--- src/rtl/shift_mult_ctrl_if.sv ---
// Request/result bus between the requesters, the shift-multiplier datapath and its controller.
// master = controller side, slave = requesters plus multiplier/serializer side.
interface shift_mult_ctrl_if #(
   parameter int WIDTH = 23
);
   logic             req0;
   logic [WIDTH-1:0] a0;
   logic [WIDTH-1:0] b0;
   logic             req1;
   logic [WIDTH-1:0] a1;
   logic [WIDTH-1:0] b1;
   logic [WIDTH-1:0] mul_a;
   logic [WIDTH-1:0] mul_b;
   logic             mul_start;
   logic             mul_done;
   logic             sz;
   logic             z_in;
   logic             fz;
   logic             ser_clr;
   logic [WIDTH-1:0] result;
   logic             ack0;
   logic             ack1;
   logic             err;
   logic             busy;
   logic             owner;

   modport master (
      input  req0, a0, b0, req1, a1, b1, mul_done, z_in, fz,
      output mul_a, mul_b, mul_start, sz, ser_clr, result, ack0, ack1, err, busy, owner
   );

   modport slave (
      output req0, a0, b0, req1, a1, b1, mul_done, z_in, fz,
      input  mul_a, mul_b, mul_start, sz, ser_clr, result, ack0, ack1, err, busy, owner
   );
endinterface

--- src/rtl/shift_mult_ctrl.sv ---
// Round-robin sequencer for a shared multiplier and serial shift-out stage; grant to ack is
// 1 + mul cycles + (WIDTH+3) + 2. Requesters hold req as a level until their one-cycle ack.
module shift_mult_ctrl #(
   parameter int WIDTH  = 23,
   parameter int MUL_TO = 64,
   parameter int SER_TO = 32
) (
   input  logic              clk,
   input  logic              rst,
   shift_mult_ctrl_if.master bus
);
   typedef enum logic [2:0] {
      S_IDLE, S_LAUNCH, S_MUL, S_SHIFT, S_CLEAR, S_ACK
   } state_t;

   localparam logic [7:0] MUL_LIM   = 8'(MUL_TO - 1);
   localparam logic [7:0] CAP_FIRST = 8'd2;
   localparam logic [7:0] CAP_LAST  = 8'(WIDTH + 1);
   localparam logic [7:0] SER_LIM   = 8'(SER_TO);

   state_t           state_q, state_d;
   logic [WIDTH-1:0] a_q, a_d, b_q, b_d, res_q, res_d;
   logic             owner_q, owner_d, last_q, last_d, err_q, err_d;
   logic [7:0]       cnt_q, cnt_d, cnt_inc;
   logic             grant_vld, grant_idx;

   assign cnt_inc   = (cnt_q == 8'hFF) ? cnt_q : cnt_q + 8'd1;
   assign grant_vld = bus.req0 | bus.req1;
   // On a tie the requester that was not served last wins.
   assign grant_idx = (bus.req0 & bus.req1) ? ~last_q : bus.req1;

   always_ff @(posedge clk or negedge rst) begin
      if (!rst) begin
         state_q <= S_IDLE;
         a_q     <= '0;
         b_q     <= '0;
         res_q   <= '0;
         owner_q <= 1'b0;
         last_q  <= 1'b1;
         err_q   <= 1'b0;
         cnt_q   <= '0;
      end else begin
         state_q <= state_d;
         a_q     <= a_d;
         b_q     <= b_d;
         res_q   <= res_d;
         owner_q <= owner_d;
         last_q  <= last_d;
         err_q   <= err_d;
         cnt_q   <= cnt_d;
      end
   end

   always_comb begin
      state_d = state_q;
      a_d     = a_q;
      b_d     = b_q;
      res_d   = res_q;
      owner_d = owner_q;
      last_d  = last_q;
      err_d   = err_q;
      cnt_d   = cnt_q;
      case (state_q)
         S_IDLE: begin
            if (grant_vld) begin
               owner_d = grant_idx;
               a_d     = grant_idx ? bus.a1 : bus.a0;
               b_d     = grant_idx ? bus.b1 : bus.b0;
               state_d = S_LAUNCH;
            end
         end
         S_LAUNCH: begin
            cnt_d   = '0;
            state_d = S_MUL;
         end
         S_MUL: begin
            if (bus.mul_done) begin
               cnt_d   = '0;
               state_d = S_SHIFT;
            end else if (cnt_q >= MUL_LIM) begin
               err_d   = 1'b1;
               state_d = S_CLEAR;
            end else begin
               cnt_d = cnt_inc;
            end
         end
         S_SHIFT: begin
            // cnt_q counts edges since the first one with sz high; bits land two edges later.
            cnt_d = cnt_inc;
            if (cnt_q >= CAP_FIRST && cnt_q <= CAP_LAST) begin
               res_d = {bus.z_in, res_q[WIDTH-1:1]};
            end
            if (bus.fz) begin
               err_d   = err_q | (cnt_q <= CAP_LAST);
               state_d = S_CLEAR;
            end else if (cnt_q >= SER_LIM) begin
               err_d   = 1'b1;
               state_d = S_CLEAR;
            end
         end
         S_CLEAR: begin
            state_d = S_ACK;
         end
         S_ACK: begin
            last_d  = owner_q;
            err_d   = 1'b0;
            state_d = S_IDLE;
         end
         default: begin
            state_d = S_IDLE;
         end
      endcase
   end

   assign bus.mul_a     = a_q;
   assign bus.mul_b     = b_q;
   assign bus.mul_start = (state_q == S_LAUNCH);
   assign bus.sz        = (state_q == S_SHIFT);
   assign bus.ser_clr   = (state_q == S_CLEAR);
   assign bus.result    = res_q;
   assign bus.ack0      = (state_q == S_ACK) & ~owner_q;
   assign bus.ack1      = (state_q == S_ACK) &  owner_q;
   assign bus.err       = (state_q == S_ACK) &  err_q;
   assign bus.busy      = (state_q != S_IDLE);
   assign bus.owner     = owner_q;
endmodule

--- src/flat_wrapper.sv ---
// flat-port wrapper written by rule: the top's interface ports become plain ports
module shift_mult_ctrl_flat 
#(
   parameter int WIDTH  = 23,
   parameter int MUL_TO = 64,
   parameter int SER_TO = 32
)
  (clk, rst, bus_req0, bus_a0, bus_b0, bus_req1, bus_a1, bus_b1, bus_mul_done, bus_z_in, bus_fz, bus_mul_a, bus_mul_b, bus_mul_start, bus_sz, bus_ser_clr, bus_result, bus_ack0, bus_ack1, bus_err, bus_busy, bus_owner);
  shift_mult_ctrl_if #(.WIDTH(WIDTH)) bus_i ();
  input  logic clk;
  input  logic rst;
  input wire logic [$bits(bus_i.req0)-1:0] bus_req0;
  input wire logic [$bits(bus_i.a0)-1:0] bus_a0;
  input wire logic [$bits(bus_i.b0)-1:0] bus_b0;
  input wire logic [$bits(bus_i.req1)-1:0] bus_req1;
  input wire logic [$bits(bus_i.a1)-1:0] bus_a1;
  input wire logic [$bits(bus_i.b1)-1:0] bus_b1;
  input wire logic [$bits(bus_i.mul_done)-1:0] bus_mul_done;
  input wire logic [$bits(bus_i.z_in)-1:0] bus_z_in;
  input wire logic [$bits(bus_i.fz)-1:0] bus_fz;
  output wire logic [$bits(bus_i.mul_a)-1:0] bus_mul_a;
  output wire logic [$bits(bus_i.mul_b)-1:0] bus_mul_b;
  output wire logic [$bits(bus_i.mul_start)-1:0] bus_mul_start;
  output wire logic [$bits(bus_i.sz)-1:0] bus_sz;
  output wire logic [$bits(bus_i.ser_clr)-1:0] bus_ser_clr;
  output wire logic [$bits(bus_i.result)-1:0] bus_result;
  output wire logic [$bits(bus_i.ack0)-1:0] bus_ack0;
  output wire logic [$bits(bus_i.ack1)-1:0] bus_ack1;
  output wire logic [$bits(bus_i.err)-1:0] bus_err;
  output wire logic [$bits(bus_i.busy)-1:0] bus_busy;
  output wire logic [$bits(bus_i.owner)-1:0] bus_owner;
  assign bus_i.req0 = bus_req0;
  assign bus_i.a0 = bus_a0;
  assign bus_i.b0 = bus_b0;
  assign bus_i.req1 = bus_req1;
  assign bus_i.a1 = bus_a1;
  assign bus_i.b1 = bus_b1;
  assign bus_i.mul_done = bus_mul_done;
  assign bus_i.z_in = bus_z_in;
  assign bus_i.fz = bus_fz;
  assign bus_mul_a = bus_i.mul_a;
  assign bus_mul_b = bus_i.mul_b;
  assign bus_mul_start = bus_i.mul_start;
  assign bus_sz = bus_i.sz;
  assign bus_ser_clr = bus_i.ser_clr;
  assign bus_result = bus_i.result;
  assign bus_ack0 = bus_i.ack0;
  assign bus_ack1 = bus_i.ack1;
  assign bus_err = bus_i.err;
  assign bus_busy = bus_i.busy;
  assign bus_owner = bus_i.owner;
  shift_mult_ctrl #(.WIDTH(WIDTH), .MUL_TO(MUL_TO), .SER_TO(SER_TO)) u_core (.clk(clk), .rst(rst), .bus(bus_i));
endmodule
--- config.mk ---
export PLATFORM = sky130hd
export DESIGN_NAME = shift_mult_ctrl_flat
export DESIGN_NICKNAME = d
export VERILOG_FILES = /design/src/rtl/shift_mult_ctrl_if.sv /design/src/rtl/shift_mult_ctrl.sv /design/src/flat_wrapper.sv
export SDC_FILE = /design/constraint.sdc
export NUM_CORES = 1
export LEC_CHECK = 0
export ABC_AREA = 0
export BUFFER_PORTS_ARGS = -buffer_cell sky130_fd_sc_hd__buf_4
export CAP_MARGIN = 10
export CORE_MARGIN = 5
export CORE_UTILIZATION = 47
export DETAILED_ROUTE_END_ITERATION = 8
export GPL_TIMING_DRIVEN = 0
export PLACE_DENSITY = 0.79
export SLEW_MARGIN = 20
export SYNTH_ARGS = -nofsm -noshare
export SYNTH_HDL_FRONTEND = slang
export SYNTH_SLANG_ARGS = --single-unit
--- constraint.sdc ---
create_clock -name clk -period 2.7 [get_ports clk]
set_clock_uncertainty 0.2 [all_clocks]
set_input_delay 0.27 -clock clk [delete_from_list [all_inputs] [get_ports clk]]
set_output_delay 0.27 -clock clk [all_outputs]
set_load 0.03 [all_outputs]
Word-level counts from Yosys, hierarchy flattened
Index checks and enable logic that the tools add are counted.

word-level totals
  bits in registers = 83
  input port bits = 99
  output and inout port bits = 77
  logic and storage cells = 61

operators by class
  add/sub/neg operators = 1
  magnitude comparators = 4
  eq/ne operators = 12
  multiplexer cells = 18
  bitwise logic cells = 8
  reductions and logical operators = 10

operator list
  kind                                                             count
  two-way mux 23 bit                                               2
  two-way mux 8 bit                                                3
  one-hot mux 8 bit (3 select lines)                               1
  >= comparator 8 x 6 -> 1 bit (second input constant)             2
  two-way mux 3 bit                                                5
  one-hot mux 3 bit (5 select lines)                               1
  nonzero test 3 bit                                               3
  adder 8 x 1 -> 8 bit (second input constant)                     1
  equality test 8 bit (second input constant)                      1
  >= comparator 8 x 2 -> 1 bit (second input constant)             1
  less-or-equal comparator 8 x 5 -> 1 bit (second input constant)  1
  equality test 3 x 2 -> 1 bit (second input constant)             2
  equality test 3 bit (second input constant)                      2
  != test 3 x 2 -> 1 bit (second input constant)                   2
  AND reduction 2 bit                                              3
  two-way mux 1 bit                                                5
  bitwise AND 1 bit                                                4
  != test 2 x 1 -> 1 bit (second input constant)                   2
  AND reduction 4 bit                                              1
  equality test 3 x 1 -> 1 bit (second input constant)             1
  logical NOT 3 bit                                                1
  != test 3 bit (second input constant)                            1
  one-hot mux 1 bit (3 select lines)                               1
  AND reduction 3 bit                                              1
  4 further kinds                                                  6

Logic depth before layout (Yosys ltp)
Gate-level depths: netlist of run 1.

  depth after elaboration = 5
  gate-level depth with buffers = 7
  gate-level depth less buffers = 5

Worst setup path before layout of run 1
Ideal clock, no wire load.

  path type = flip-flop to flip-flop
  start = register u_core.cnt_q[7]
  end = register u_core.res_q[13], in the netlist u_core.bus.result[13]
  arrival time = 1.747 ns
  setup slack = 0.628 ns
  cell stages (with the launch flop) = 6
  buffers on the path = 2
  clock period less this slack = 2.072 ns
  cells stage by stage = dfrtp_1 -> or2_2 -> clkbuf_1 -> nor4_4 -> buf_4 -> mux2_2

between the ends
  longest elaborated chain between the ends = 3

RTL lines
  what                                                                                     line                   text
  from (decl)                                                                              shift_mult_ctrl.sv:24  logic [7:0] cnt_q, cnt_d, cnt_inc;
  from (signal assigned)                                                                   shift_mult_ctrl.sv:50  cnt_q <= cnt_d;
  >= comparator 8 x 2 -> 1 bit or less-or-equal comparator 8 x 5 -> 1 bit (tied branches)  shift_mult_ctrl.sv:90  if (cnt_q >= CAP_FIRST && cnt_q <= CAP_LAST) begin
  logical AND 1 bit *                                                                      shift_mult_ctrl.sv:90
  AND reduction 2 bit (no line) *                                                          -
  to (signal assigned)                                                                     shift_mult_ctrl.sv:46  res_q <= res_d;
  to (decl)                                                                                shift_mult_ctrl.sv:22  logic [WIDTH-1:0] a_q, a_d, b_q, b_d, res_q, res_d;

Mark *: on every way between the ends. The rest lies on a longest branch, timed or not.
A chain may end at the register's enable or synchronous reset.

Final worst setup path of run 1
  start = register u_core.state_q[2]
  end = register u_core.a_q[11], in the netlist u_core.bus.mul_a[11]

between the ends
  longest elaborated chain between the ends = 2

RTL lines
  what                           line                   text
  from (decl)                    shift_mult_ctrl.sv:21  state_t state_q, state_d;
  from (signal assigned)         shift_mult_ctrl.sv:43  state_q <= state_d;
  logical NOT 3 bit              shift_mult_ctrl.sv:63  case (state_q)
  AND reduction 2 bit (no line)  -
  to (signal assigned)           shift_mult_ctrl.sv:35  a_q <= '0;
  to (signal assigned)           shift_mult_ctrl.sv:44  a_q <= a_d;
  to (decl)                      shift_mult_ctrl.sv:22

Every way passes these cells.

==> reports/qor.yml, run 1 <==
clock_network:
  worstSkewPairLatency_ps: 340
  tritoncts: "built"
  cts_buffers: 9
  clkSlewWorstSetupHoldPaths_ps: 90
  htree_num_levels: 3
  cts_buffer_depth: 2
  tritoncts_num_sinks: 83
  cts_root_buf: "clkbuf_8"
synth:
  synth_area_mm2: 0.00394
  synth_top_cell_by_area: "dfrtp_1"
  synth_edf_count: 0
  postSynthCellCount: 364
  ys_top_cells_by_area: "dfrtp_1, mux2i_1, a21oi_1, mux2_2, nor2_1"
  synth_cell_types: 47
  syn_nets: 465
  post_synth.cell_area_avg_um2: 10.8
  synthesis.yosys.warnings: 0
  synth-async-reset-ratio_pct: 100
  synth_sequential_area_ratio_pct: 52.7
  synth_commonest_cells: "dfrtp_1, a21oi_1, nor2_1, mux2i_1, mux2_2"
  postSynthRegisterBits: 83
  synth_most_common_cell: "dfrtp_1"
  synth_top_area_share_pct: 52.0
  yosys_most_used_dff: "dfrtp_1"
die:
  design.die.area_mm2: 0.0103
  count_of_pins_on_the_block_boundary: 176
  starting_utilization_of_the_core_area_pct: 48.2
  rows: 33
  fp.coreArea_mm2: 0.00818
  die_h_um: 102
  fp.dieW_um: 102
grt:
  grt_max_degree: 84
  vias_in_the_first_global_route: 3488
  groute.usage.overall_pct: 20.4
  first_pass_grt_wire_length_um: 16600
  overflow: 0
  initial_antenna_violation_count: 0
run_status:
  run_status: "complete, no violations"
sta:
  grt_setup_unrepaired: "no"
  final.setup.tns_ps: 0
  finalSetupViolations: 0
  timing.slew.headroom_pct: 50.8
  fmaxAchievable_mhz: 414
  finalHoldViolCount: 0
  finalCritPeriodShare_pct: 89.5
  layout_min_cycle_time_ps: 2420
  tightest_slew_ps: 738
  finalMaxSlewViolations: 0
  final.hold.worst_slack_ps: 21.5
power:
  static-leakage-power_nw: 2.82
  totalPowerFinal_mw: 5.94
  power_density_mw_per_mm2: 1060
  vdd_drop_max_mv: 0.657
worst_setup_path:
  timing.setup.critical_path_class: "flop to flop"
  worst_setup_path_start_kind: "flop"
  cp_data_arrival_time_ps: 2480
  critical_path_peak_fanout: 10
  critical_path_required_ps: 2760
  crit_path_end_kind: "flop"
layout:
  antenna_cells: 0
  final_net_count: 653
  final.fill_count: 634
  regArea_mm2: 0.00208
  final_layout_size_suffix_gt1_share_pct: 41.8
  multiInputGateArea_mm2: 0.00172
  final_area_mm2: 0.00561
  finalCoreUtilization_pct: 68.6
  layout-area-overhead-vs-synth_pct: 42.3
detailed_routing:
  postRouteAntennaNets: 0
  routedWlPerCell_um: 16.2
  num_vias: 3455
  route.detailed.vias_per_inst: 5.22
  route.detailed.drc: 0
  wl_um: 10700
  drtPass1Iterations: 4
  first_iter_violations: 89
placed_design:
  portBuffers: 175
  routabilityCongestion: 0.825
  detailed_place_hpwl_um: 8310
  dpl_cell_area_mm2: 0.00539
hold_path:
  timing.hold.worst.class: "input pin to flop"
flow_run:
  maxCapViolCount: 0
## placed cells by master (no fill, tap or decap), types with 2 or more instances in the layout
cell type	instances
nor3b_1	3
clkbuf_8	9
mux2i_1	50
a211oi_1	2
and3_1	3
a21o_1	2
inv_1	7
dlygate4sd3_1	2
nand2b_1	5
clkbuf_1	6
a21oi_1	54
nand3b_1	3
nand2_1	11
dfrtp_1	82
nor2b_1	2
nand3_1	4
buf_2	15
buf_4	176
or2_2	2
clkinvlp_4	2
nor2_1	52
o21ai_0	5
o22a_1	2
mux2_1	5
ha_1	2
a2bb2oi_1	2
o211ai_1	2
mux2_2	18
inv_6	2
nor3_1	2
## kinds of logic (layout without fill, tap and decap cells)
logic type | count (synthesis) | in the layout | synth area share, %
and+or+nand+nor | 93 | 93 | 11.4
DFF | 83 | 83 | 52.7
AOI/OAI and AO/OA | 82 | 82 | 12.4
buffers and inverters | 31 | 224 | 3.62
muxes | 73 | 73 | 19.3
adders and majority gates | 2 | 2 | 0.635
## report_power, final
group          internal (mW)  switching, mW  total [mW]
sequential              1.69          0.279        1.97
clock                  0.434          0.462       0.896
combinational           1.17           1.91        3.07
## worst max-delay path, cell delays in order, from the launching register on
cell and delay, ps:
dfrtp_1 390, clkbuf_1 200, nor3_1 540, nor2b_1 320, buf_2 250, buf_2 250, nor2_1 70, a21oi_1 120
## worst paths after layout
check,cells after the start,endpoint,slack (ps),startpoint
min reg2reg,1,u_core.err_q$_DFFE_PN0P_,300,u_core.err_q$_DFFE_PN0P_
min in group asynchronous,2,u_core.bus.result[5]$_DFFE_PN0P_,340,rst
max,7,u_core.bus.mul_a[11]$_DFFE_PN0P_,280,u_core.state_q[2]$_DFFE_PN0P_
min,3,u_core.bus.mul_b[17]$_DFFE_PN0P_,20,bus_b0[17]
max in group asynchronous,2,u_core.bus.mul_b[0]$_DFFE_PN0P_,1420,rst
max reg2reg,7,u_core.bus.mul_a[11]$_DFFE_PN0P_,280,u_core.state_q[2]$_DFFE_PN0P_
## final cells by class
type | count | share of cell area (%)
clock buffers | 9 | 2.21
repair buffers | 177 | 23.8
well taps | 105 | 2.34
plain buffers | 24 | 2.07
multi-input cells | 250 | 30.7
inverters | 7 | 0.468
flip-flops and latches | 83 | 37.0
clock inverters | 7 | 1.36
## sequential cells by signal, indices dropped and copies added (netlist names)
register	flops
u_core.bus.mul_a	23
u_core.bus.owner	1
u_core.err_q	1
u_core.state_q	3
u_core.cnt_q	8
u_core.bus.mul_b	23
u_core.bus.result	23
u_core.last_q	1
## routing by layer
layer  GRT usage (%)  wire, um  up-vias  part of all wire [%]
li1                -         -     1663                     -
met1            25.6      4300     1665                    40
met2            34.3      5550      114                    52
met3            5.37       693       13                   6.5
met4            7.16       176        0                   1.6
met5               0         0        -                     0
## repair_timing
action,in CTS,in global routing
resized for setup,0,0
hold buffers,2,0
hold endpoints to repair,83,0
setup buffers,0,0
setup endpoints to repair,0,0
## metrics by stage
step | std cells | setup WS, ps
6_report | 662 | 283
2_1_floorplan | 364 | 628
3_5_place_dp | 644 | 297
3_3_place_gp | 644 | 391
5_1_grt | 662 | 39.6
4_1_cts | 662 | 277
(Power assumes the default switching activity.)
==> inputs of run 2 (changes only) <==
--- a/config.mk
+++ b/config.mk
@@ -5,14 +5,13 @@
 export SDC_FILE = /design/constraint.sdc
 export NUM_CORES = 1
 export LEC_CHECK = 0
-export ABC_AREA = 0
+export ABC_AREA = 1
 export BUFFER_PORTS_ARGS = -buffer_cell sky130_fd_sc_hd__buf_4
 export CAP_MARGIN = 10
 export CORE_MARGIN = 5
-export CORE_UTILIZATION = 47
+export CORE_UTILIZATION = 48
 export DETAILED_ROUTE_END_ITERATION = 8
-export GPL_TIMING_DRIVEN = 0
-export PLACE_DENSITY = 0.79
+export PLACE_DENSITY = 0.8
 export SLEW_MARGIN = 20
 export SYNTH_ARGS = -nofsm -noshare
 export SYNTH_HDL_FRONTEND = slang
==> reports/qor.yml, run 2 <==
run_status:
  run_status: "complete, no violations"
clock_network:
  htree_num_levels: 3
  tritoncts: "built"
  cts_resized: 0
  cts_buffer_depth: 2
  worstSkewPairLatency_ps: 340
  cts_root_buf: "clkbuf_8"
  clkSlewWorstSetupHoldPaths_ps: 110
  tritoncts_num_sinks: 83
  cts_buffers: 9
sta:
  final.setup.tns_ps: 0
  finalMaxSlewViolations: 0
  layout_min_cycle_time_ps: 2550
  grt_setup_unrepaired: "no"
  timing.slew.headroom_pct: 49.6
  finalCritPeriodShare_pct: 94.3
  tightest_slew_ps: 757
  layout_setup_ws_ps: 155
  fmaxAchievable_mhz: 393
  finalSetupViolations: 0
  final.hold.worst_slack_ps: 11.7
  finalHoldViolCount: 0
detailed_routing:
  route.detailed.vias_per_inst: 5.21
  first_iter_violations: 180
  num_vias: 4243
  drtPass1Iterations: 6
  route.detailed.drc: 0
  routedWlPerCell_um: 15.6
  wl_um: 12700
  postRouteAntennaNets: 0
worst_setup_path:
  cp_data_arrival_time_ps: 2650
  critical_path_peak_fanout: 31
  path_common_cell: "buf_4"
  critical_path_required_ps: 2800
  path_cells: "nor2_4 -> nand2_2 -> a21oi_2 -> buf_4 -> buf_4 -> o21ai_0 -> o21ai_1 -> dlygate4sd3_1"
  crit_path_end_kind: "flop"
  timing.setup.critical_path_class: "flop to flop"
  path_delay_family: "buffers and inverters"
  cp_slowest_stage_delay_ps: 570
  worst_setup_path_start_kind: "flop"
  path_buf_inv: 3
  worst_path_max_delay_cell: "dlygate4sd3_1"
die:
  die_h_um: 102
  fp.coreArea_mm2: 0.00822
  fp.dieW_um: 102
  rows: 33
  starting_utilization_of_the_core_area_pct: 49.4
  design.die.area_mm2: 0.0104
  count_of_pins_on_the_block_boundary: 176
synth:
  post_synth.cell_area_avg_um2: 8.03
  synth_area_mm2: 0.00406
  postSynthRegisterBits: 83
  synth_top_area_share_pct: 50.5
  synth-async-reset-ratio_pct: 100
  ys_top_cells_by_area: "dfrtp_1, nand2_1, o21ai_0, nor2_1, o21ai_1"
  synth_commonest_cells: "nand2_1, dfrtp_1, o21ai_0, nor2_1, inv_1"
  synth_edf_count: 0
  yosys_most_used_dff: "dfrtp_1"
  syn_nets: 607
  synth_sequential_area_ratio_pct: 51.2
  postSynthCellCount: 506
  synthesis.yosys.warnings: 0
  synth_most_common_cell: "nand2_1"
  synth_top_cell_by_area: "dfrtp_1"
  synth_cell_types: 29
grt:
  groute.usage.overall_pct: 24.2
  grt_max_degree: 84
  grt_util_met3_pct: 8.26
  routing_usage_on_met1_pct: 28.4
  first_pass_grt_wire_length_um: 19900
  gr-usage-met2_pct: 41.6
  initial_antenna_violation_count: 0
  vias_in_the_first_global_route: 4138
  overflow: 0
  global_route.peak_usage_layer: "met2"
power:
  totalPowerFinal_mw: 7.05
  static-leakage-power_nw: 3.03
  vdd_drop_max_mv: 0.623
  power_density_mw_per_mm2: 1180
layout:
  final_layout_size_suffix_gt1_share_pct: 31.8
  finalCoreUtilization_pct: 72.6
  final_net_count: 806
  antenna_cells: 0
  final_area_mm2: 0.00597
  commonest_non_fill_non_tap_cells_in_the_layout: "buf_4, nand2_1, dfrtp_1, o21ai_0, nor2_1"
  layout.cells.non_filler: 815
  layout-area-overhead-vs-synth_pct: 46.9
  layout_commonest_cell: "buf_4"
placed_design:
  numPlacedInstances: 764
  dpl_cell_area_mm2: 0.00538
  detailed_place_hpwl_um: 8600
  post-place-ws_ps: 539
  routabilityCongestion: 0.880
  portBuffers: 175
flow_run:
  maxCapViolCount: 0
hold_path:
  timing.hold.worst.class: "input pin to flop"
run 2: cell count changes after synthesis, sizes merged, moves of 4 or more:
cell / delta
nand2: +110
o21ai: +108
mux2i: -50
a21oi: -40
inv: +31
nor2: +26
mux2: -23
nand3: +14
nand2b: -5
clkbuf: +4
run 2: cells by family (layout without fill, tap and decap cells):
logic type / Yosys count / after routing / synth area share [%]
AOI/OAI and AO/OA: 130 / 130 / 17.8
adders and majority gates: 2 / 2 / 0.616
DFF: 83 / 83 / 51.2
and+or+nand+nor: 226 / 226 / 22.8
buffers and inverters: 65 / 269 / 7.64
run 2: final timing paths:
| check | start | to | slack, ps | depth (start not counted) |
|---|---|---|---|---|
| hold reg to reg | u_core.bus.mul_a[11]$_DFFE_PN0P_ | u_core.bus.mul_a[11]$_DFFE_PN0P_ | 290 | 2 |
| hold / removal | bus_a1[19] | u_core.bus.mul_a[19]$_DFFE_PN0P_ | 10 | 3 |
| setup / recovery | u_core.state_q[0]$_DFFE_PN0P_ | u_core.bus.mul_b[19]$_DFFE_PN0P_ | 150 | 8 |
| setup reg to reg | u_core.state_q[0]$_DFFE_PN0P_ | u_core.bus.mul_b[19]$_DFFE_PN0P_ | 150 | 8 |
| min in group asynchronous | rst | u_core.cnt_q[6]$_DFFE_PN0P_ | 340 | 2 |
| max in group asynchronous | rst | u_core.bus.mul_a[1]$_DFFE_PN0P_ | 1450 | 2 |
run 2: cell type report:
type	instances	area (um^2)
Clock buffer	10	138
Timing Repair Buffer	214	1700
Inverter	39	151
Clock inverter	6	96.3
Tap cell	105	131
Fill cell	617	2250
Multi-Input combinational cell	358	1670
Sequential cell	83	2080
run 2: power breakdown:
part / internal (mW) / switching (mW) / total (mW)
combinational: 1.34 / 2.44 / 3.78
sequential: 1.82 / 0.412 / 2.23
clock: 0.556 / 0.483 / 1.04
run 2: worst register-to-register path, delay by kind of cell (launching register included):
family / cells / cell delay, ps
AOI/OAI and AO/OA: 3 / 440
buffers and inverters: 3 / 1120
and+or+nand+nor: 2 / 260
DFF: 1 / 500
run 2: what timing repair did:
action / 4_1_cts / 5_1_grt
endpoints found under the hold margin: 111 / 2
buffers inserted: 0 / 0
hold buffers: 33 / 2
endpoints found under the setup margin: 0 / 0
run 2: metal layers:
metal	wire [um]	vias to the layer above
met5	0	-
met4	286	0
met3	1180	24
met2	6370	189
met1	4900	2002
li1	-	2028
==> inputs of run 3 (changes only) <==
--- a/config.mk
+++ b/config.mk
@@ -12,6 +12,7 @@
 export CORE_UTILIZATION = 48
 export DETAILED_ROUTE_END_ITERATION = 8
 export PLACE_DENSITY = 0.8
+export RECOVER_POWER = 50
 export SLEW_MARGIN = 20
 export SYNTH_ARGS = -nofsm -noshare
 export SYNTH_HDL_FRONTEND = slang
==> reports/qor.yml, run 3 (synthesis gave the netlist of run 2 again) <==
grt:
  overflow: 0
  first_pass_grt_wire_length_um: 19900
  groute.usage.overall_pct: 24.2
  initial_antenna_violation_count: 0
  vias_in_the_first_global_route: 4138
  grt_max_degree: 84
die:
  fp.dieW_um: 102
  starting_utilization_of_the_core_area_pct: 49.4
  design.die.area_mm2: 0.0104
  die_h_um: 102
  rows: 33
  fp.coreArea_mm2: 0.00822
  count_of_pins_on_the_block_boundary: 176
layout:
  antenna_cells: 0
  final_area_mm2: 0.00582
  final_net_count: 806
  layout-area-overhead-vs-synth_pct: 43.3
  final.fill_count: 654
  layout_commonest_cell: "buf_4"
  regArea_mm2: 0.00208
  final_layout_size_suffix_gt1_share_pct: 26.5
  multiInputGateArea_mm2: 0.00167
  commonest_non_fill_non_tap_cells_in_the_layout: "buf_4, nand2_1, dfrtp_1, o21ai_0, nor2_1"
clock_network:
  htree_num_levels: 3
  clkSlewWorstSetupHoldPaths_ps: 110
  cts_root_buf: "clkbuf_8"
  cts_buffers: 9
  cts_buffer_depth: 2
  tritoncts_num_sinks: 83
  cts_resized: 0
  tritoncts: "built"
  worstSkewPairLatency_ps: 340
detailed_routing:
  num_vias: 4199
  first_iter_violations: 184
  route.detailed.drc: 0
  drtPass1Iterations: 5
  route.detailed.vias_per_inst: 5.15
  routedWlPerCell_um: 15.5
  wl_um: 12700
  postRouteAntennaNets: 0
sta:
  timing.slew.headroom_pct: 24.2
  fmaxAchievable_mhz: 397
  grt_setup_unrepaired: "no"
  tightest_slew_ps: 1140
  finalMaxSlewViolations: 0
  finalCritPeriodShare_pct: 93.2
  layout_min_cycle_time_ps: 2520
  finalSetupViolations: 0
  finalHoldViolCount: 0
  final.setup.tns_ps: 0
hold_path:
  timing.hold.worst.class: "input pin to flop"
placed_design:
  dpl_cell_area_mm2: 0.00538
  portBuffers: 175
  detailed_place_hpwl_um: 8600
  routabilityCongestion: 0.880
worst_setup_path:
  critical_path_required_ps: 2800
  cp_data_arrival_time_ps: 2620
  cp-startpoint: "u_core.state_q[0]$_DFFE_PN0P_"
  critical_path.endpoint: "u_core.bus.mul_b[19]$_DFFE_PN0P_"
  critical_path_peak_fanout: 31
  critical_path.reg2reg.endpoint: "u_core.bus.mul_b[19]$_DFFE_PN0P_"
  number_of_cells_on_the_worst_reg_to_reg_path: 8
  timing.setup.critical_path_class: "flop to flop"
  crit_path_end_kind: "flop"
  worst_setup_path_start_kind: "flop"
  rrSetupSlack_ps: 180
  rr_startpoint: "u_core.state_q[0]$_DFFE_PN0P_"
power:
  static-leakage-power_nw: 2.89
  vdd_drop_max_mv: 0.617
  power_density_mw_per_mm2: 1170
flow_run:
  maxCapViolCount: 0
run_status:
  run_status: "complete, no violations"
==> run 3: timing repair <==
action	4_1_cts	5_1_grt
hold buffers	33	2
endpoints found under the hold margin	111	2
setup buffers	0	0
==> run 3: final cells by class <==
cell class              count  area share (%)
multi-input cells         358            28.8
inverters                  39            2.60
flip-flops and latches     83            35.7
clock inverters             6            1.66
repair buffers            214            26.7
clock buffers              10            2.36
well taps                 105            2.26
==> run 3: worst max-delay path: stages (launching register included) <==
cell and delay [ps]:
dfrtp_1 500, nor2_4 180, nand2_2 80, a21oi_2 100, buf_4 230, buf_4 310, o21ai_0 140, o21ai_1 170
dlygate4sd3_1 560
==> run 3: worst min path at each step <==
stage,startpoint,slack (ps),depth (start not counted),endpoint
6_report,bus_a1[19],9,3,u_core.bus.mul_a[19]$_DFFE_PN0P_
5_1_grt,bus_a1[3],8,3,u_core.bus.mul_a[3]$_DFFE_PN0P_
4_1_cts,bus_a1[16],0.4,3,u_core.bus.mul_a[16]$_DFFE_PN0P_
3_5_place_dp,u_core.bus.mul_a[11]$_DFFE_PN0P_,270,2,u_core.bus.mul_a[11]$_DFFE_PN0P_
3_3_place_gp,u_core.bus.result[0]$_DFFE_PN0P_,270,2,u_core.bus.result[0]$_DFFE_PN0P_
2_1_floorplan,rst,-230,0,u_core.bus.mul_a[0]$_DFFE_PN0P_
==> run 3: power breakdown <==
part	internal (mW)	switching [mW]	total [mW]	leakage (nW)
Clock	0.556	0.484	1.04	0.115
Sequential	1.82	0.403	2.22	1.05
Combinational	1.11	2.43	3.53	1.72
Total	3.48	3.31	6.80	2.89
==> run 3: per-stage QoR <==
| stage | setup slack (ps) | power (mW) | instances | utilization [%] | hold slack, ps |
|---|---|---|---|---|---|
| 2_1_floorplan | 920 | 4.52 | 506 | - | -226 |
| 3_3_place_gp | 663 | 5.80 | 764 | 65.5 | 268 |
| 3_5_place_dp | 539 | 5.92 | 764 | 65.5 | 275 |
| 4_1_cts | 268 | 7.03 | 813 | 72.3 | 0.400 |
| 5_1_grt | 7.38 | 7.24 | 815 | 70.8 | 7.82 |
| 6_report | 184 | 6.80 | 815 | 70.8 | 9.46 |
==> run 3: layer usage <==
| layer | GRT usage [%] | part of all wire (%) | up-vias |
|---|---|---|---|
| met1 | 28.4 | 38 | 1964 |
| met5 | 0 | 0 | - |
| met2 | 41.6 | 51 | 187 |
| li1 | - | - | 2028 |
| met3 | 8.26 | 8.9 | 20 |
| met4 | 7.87 | 1.9 | 0 |
